<file path="src/rtl/palette_lut.sv">
// rtl/palette_lut.sv - two-stage programmable colour-palette lookup with brush overlay and blanking
// Optional frame-synchronous brush blink is built when PALETTE_BLINK_EN is defined.
module palette_lut #(
   parameter int CODE_W  = 3,
   parameter int CH_W    = 4,
   parameter int BLINK_W = 5
) (
   input  logic                clk,
   input  logic                reset_n,
   input  logic                pix_valid_i,
   input  logic                brush_i,
   input  logic [CODE_W-1:0]   code_i,
   input  logic                frame_start_i,
   input  logic                wr_en,
   input  logic [CODE_W-1:0]   wr_addr,
   input  logic [3*CH_W-1:0]   wr_rgb,
   output logic                pix_valid_o,
   output logic [CH_W-1:0]     r,
   output logic [CH_W-1:0]     g,
   output logic [CH_W-1:0]     b
);

   localparam int DEPTH     = 1 << CODE_W;
   localparam int RGB_W     = 3 * CH_W;
   localparam int BRUSH_IDX = DEPTH - 1;

   localparam logic [CH_W-1:0] C_ON  = {CH_W{1'b1}};
   localparam logic [CH_W-1:0] C_OFF = {CH_W{1'b0}};
   localparam logic [CH_W-1:0] C_MID = {1'b1, {(CH_W-1){1'b0}}};

   localparam logic [RGB_W-1:0] ERASE_RGB  = {C_OFF, C_OFF, C_OFF};
   localparam logic [RGB_W-1:0] RED_RGB    = {C_ON,  C_OFF, C_OFF};
   localparam logic [RGB_W-1:0] GREEN_RGB  = {C_OFF, C_ON,  C_OFF};
   localparam logic [RGB_W-1:0] BLUE_RGB   = {C_OFF, C_OFF, C_ON};
   localparam logic [RGB_W-1:0] YELLOW_RGB = {C_ON,  C_ON,  C_OFF};
   localparam logic [RGB_W-1:0] PURPLE_RGB = {C_ON,  C_OFF, C_ON};
   localparam logic [RGB_W-1:0] WHITE_RGB  = {C_ON,  C_ON,  C_ON};
   localparam logic [RGB_W-1:0] BRUSH_RGB  = {C_MID, C_MID, C_MID};

   // Colour codes: erase=0 red=1 green=2 blue=3 yellow=4 purple=5 white=6
   function automatic logic [RGB_W-1:0] default_entry(input int idx);
      logic [RGB_W-1:0] v;
      case (idx)
         0:       v = ERASE_RGB;
         1:       v = RED_RGB;
         2:       v = GREEN_RGB;
         3:       v = BLUE_RGB;
         4:       v = YELLOW_RGB;
         5:       v = PURPLE_RGB;
         6:       v = WHITE_RGB;
         default: v = (idx < 8) ? BRUSH_RGB : '0;
      endcase
      if (idx == BRUSH_IDX) v = BRUSH_RGB;
      return v;
   endfunction

   logic [RGB_W-1:0] palette [DEPTH];

   always_ff @(posedge clk or negedge reset_n) begin
      if (!reset_n) begin
         for (int i = 0; i < DEPTH; i++) palette[i] <= default_entry(i);
      end else if (wr_en) begin
         palette[wr_addr] <= wr_rgb;
      end
   end

   logic             s1_valid;
   logic             s1_brush;
   logic [RGB_W-1:0] s1_rgb;
   logic [RGB_W-1:0] s1_brgb;

   // Reads see the palette before this edge's write, giving read-old on collision.
   always_ff @(posedge clk or negedge reset_n) begin
      if (!reset_n) begin
         s1_valid <= 1'b0;
         s1_brush <= 1'b0;
         s1_rgb   <= '0;
         s1_brgb  <= '0;
      end else begin
         s1_valid <= pix_valid_i;
         s1_brush <= brush_i;
         s1_rgb   <= palette[code_i];
         s1_brgb  <= palette[BRUSH_IDX];
      end
   end

   logic [RGB_W-1:0] brush_rgb;

`ifdef PALETTE_BLINK_EN
   logic [BLINK_W-1:0] frame_cnt;
   logic               blink_phase;

   always_ff @(posedge clk or negedge reset_n) begin
      if (!reset_n) begin
         frame_cnt   <= '0;
         blink_phase <= 1'b0;
      end else if (frame_start_i) begin
         frame_cnt <= frame_cnt + 1'b1;
         if (&frame_cnt) blink_phase <= ~blink_phase;
      end
   end

   assign brush_rgb = blink_phase ? ~s1_brgb : s1_brgb;
`else
   logic unused_frame_start;
   assign unused_frame_start = frame_start_i;
   assign brush_rgb = s1_brgb;
`endif

   logic [RGB_W-1:0] out_rgb;

   // Blanking wins over the brush overlay.
   always_ff @(posedge clk or negedge reset_n) begin
      if (!reset_n) begin
         pix_valid_o <= 1'b0;
         out_rgb     <= '0;
      end else begin
         pix_valid_o <= s1_valid;
         if (!s1_valid)     out_rgb <= '0;
         else if (s1_brush) out_rgb <= brush_rgb;
         else               out_rgb <= s1_rgb;
      end
   end

   assign {r, g, b} = out_rgb;

endmodule
</file>
<file path="config.mk">
export PLATFORM = sky130hd
export DESIGN_NAME = palette_lut
export DESIGN_NICKNAME = d
export VERILOG_FILES = /design/src/rtl/palette_lut.sv
export SDC_FILE = /design/constraint.sdc
export NUM_CORES = 1
export LEC_CHECK = 0
export ABC_AREA = 1
export BUFFER_PORTS_ARGS = -buffer_cell sky130_fd_sc_hd__buf_2
export CORE_MARGIN = 1.5
export CORE_UTILIZATION = 31
export CTS_BUF_LIST = sky130_fd_sc_hd__clkbuf_4 sky130_fd_sc_hd__clkbuf_8 sky130_fd_sc_hd__clkbuf_16
export DETAILED_ROUTE_END_ITERATION = 6
export PLACE_DENSITY_LB_ADDON = 0.2
export SETUP_SLACK_MARGIN = 0.3
export SKIP_CTS_REPAIR_TIMING = 1
export SYNTH_ARGS = -nofsm -noshare
export SYNTH_HDL_FRONTEND = slang
export SYNTH_SLANG_ARGS = --single-unit
</file>
<file path="constraint.sdc">
create_clock -name clk -period 1.1 [get_ports clk]
set_input_delay 0.055 -clock clk [delete_from_list [all_inputs] [get_ports clk]]
set_output_delay 0.055 -clock clk [all_outputs]
set_load 0.03 [all_outputs]
</file>
==> impl_metrics.ini <==
[outcome]
status = finished clean

[power]
ir_drop_mv = 0.802
power_density_nw_per_um2 = 1950
p_leak_nw = 3.80
fin_total_pwr_mw = 14.7

[cts]
root_buffer = clkbuf_16
clk_path_buf_depth = 2
numCtsBuffers = 17
path_clk_slew_ps = 60
cts.sinks = 135
cts_tree = built
htreeDepth = 4
clk_latency_ps = 420

[finish]
layout.cells.non_filler = 1040
num-nets-final = 817
layout-drive-gt1-share_pct = 21.7
antennaDiodeCount = 0
area_growth_pct = 27.4
final_cell_mix = nand2_1 (250), inv_1 (99), o21ai_0 (95)
fin_area_um2 = 7540
final_common_cell = nand2_1
nFillCells = 1883

[critical_path]
critPathMaxStageDelay_ps = 370
cp_num_buf_inv = 1
cp_max_fo = 1
cpMaxStageDelayCell = dfrtp_1
required_ps = 1040
worstSetupPathType = reg -> out
startpoint_type = flop
crit_family = flip-flops
endpoint_kind = output port
crit_chain = buf_6
cp_data_arrival_time_ps = 930

[route]
viasPerCell = 4.35
drt_iter0_drc = 219
route.detailed.wl_per_inst_um = 13.7
first_pass_iters = 5
wirelength_um = 14300
num_vias = 4527
ant_nets = 0
drc = 0

[global_route]
grt_busiest_layer = met2
met2_usage_pct = 25.9
antenna_found_initial = 0
grt_overflow = 0
grt_use_met1_pct = 20.1
grt_pass1_vias = 4294
grt_usage_pct = 15.6
grt_max_degree = 36
grt_first_pass_wirelength_um = 23200
grt_use_met3_pct = 3.74

[place]
dp_hpwl_um = 8910
placed_cells = 990
numPortBuffers = 35
gp_congestion = 0.680
dpl-instance-area_um2 = 6590

[timing]
post-route-min-period_ps = 980
drv_slew = 0
fin_skew_ps = 7.56
period_share_pct = 89.1
finalHoldViolations = 0
setup_viol_count_final = 0
maxSlewHeadroom_pct = 74.2
max_freq_mhz = 1020
tns_ps = 0
rsz0062_at_grt = true
tightestPinTransition_ps = 388

[worst_hold_path]
hp-class = in -> async

[logic_synthesis]
ys_seq_elements = 135
synth_area_per_cell_um2 = 8.08
syn_inst = 732
ys_seq_area_share_pct = 58.0
synth_area_um2 = 5920
synth_area_leaders = dfrtp_1 (39%), dfstp_2 (19%), nand2_1 (16%)
synthesis.nets = 756
synth_top_cell_by_area = dfrtp_1
synth.distinct_cells = 15
yosysTopAreaCellShare_pct = 38.9
synth_warnings = 0

[die]
fp-row-count = 50
die_x_um = 141
core-area_um2 = 18700
dieArea_um2 = 19900
die_height_um = 141
pin_count = 37
start_util_pct = 31.6

[job]
cap_violations = 0
stage by stage:
step,worst slack [ps],hold slack (ps),util (%)
floorplan,234,-241,-
global placement,130,-97.9,35.2
detailed placement,122,-97.0,35.2
CTS,77.7,-544,38.6
global route,75.7,44.9,40.3
finish,120,35.6,40.3
logic make-up (layout without fill, tap and decap cells):
| kind of cell | after synthesis | count (layout) | share of synthesized area [%] |
|---|---|---|---|
| AND/OR/NAND/NOR | 337 | 337 | 22.7 |
| AO/OA/AOI/OAI | 108 | 108 | 9.13 |
| flip-flops | 135 | 135 | 58.0 |
| buffers and inverters | 152 | 226 | 10.2 |
flip-flops by register name, summed over array words and instances, names as in the netlist:
name	flops
pix_valid_o	1
brush_rgb	12
s1_brush	1
s1_rgb	12
out_rgb	12
s1_valid	1
palette	96
power by group:
part / switching, mW / leakage, nW / internal [mW] / total, mW
registers: 0.433 / 1.60 / 6.07 / 6.50
logic: 1.26 / 1.91 / 0.898 / 2.15
clock network: 2.14 / 0.297 / 3.89 / 6.03
total: 3.83 / 3.80 / 10.9 / 14.7
cells in the mapped netlist:
cell type  number
buf_2          16
buf_4           2
clkbuf_1       14
clkbuf_2        4
dfrtp_1        92
dfstp_2        43
inv_1         113
inv_2           3
nand2_1       259
nand3_1        49
nor2_1         27
nor2_2          1
nor3_4          1
o21ai_0       107
o21ai_1         1
layer usage:
layer / share of wire [%] / vias up
li1: - / 2353
met5: 0 / -
met2: 48 / 68
met1: 48 / 2091
met3: 2.8 / 15
met4: 1.3 / 0
path summary, 6_finish.rpt:
check | startpoint | depth (start not counted) | endpoint | slack [ps]
max reg2reg | palette[83] | 6 | s1_rgb[11] | 130
min in group clk | wr_rgb[3] | 3 | palette[63] | 40
min | reset_n | 2 | out_rgb[11] | 40
max in group asynchronous | reset_n | 3 | palette[83] | 490
min reg2reg | palette[9] | 0 | brush_rgb[9] | 370
max | out_rgb[2] | 1 | b[2] | 120
area by class of cell:
class / count / area (um2) / area share [%]
clock buffers: 19 / 453 / 6.01
clock inverters: 13 / 178 / 2.36
inverters: 116 / 438 / 5.81
multi-input cells: 445 / 1950 / 25.8
flip-flops and latches: 135 / 3430 / 45.5
well taps: 234 / 293 / 3.88
repair buffers: 78 / 798 / 10.6
Power figures use the tool's default switching activity.
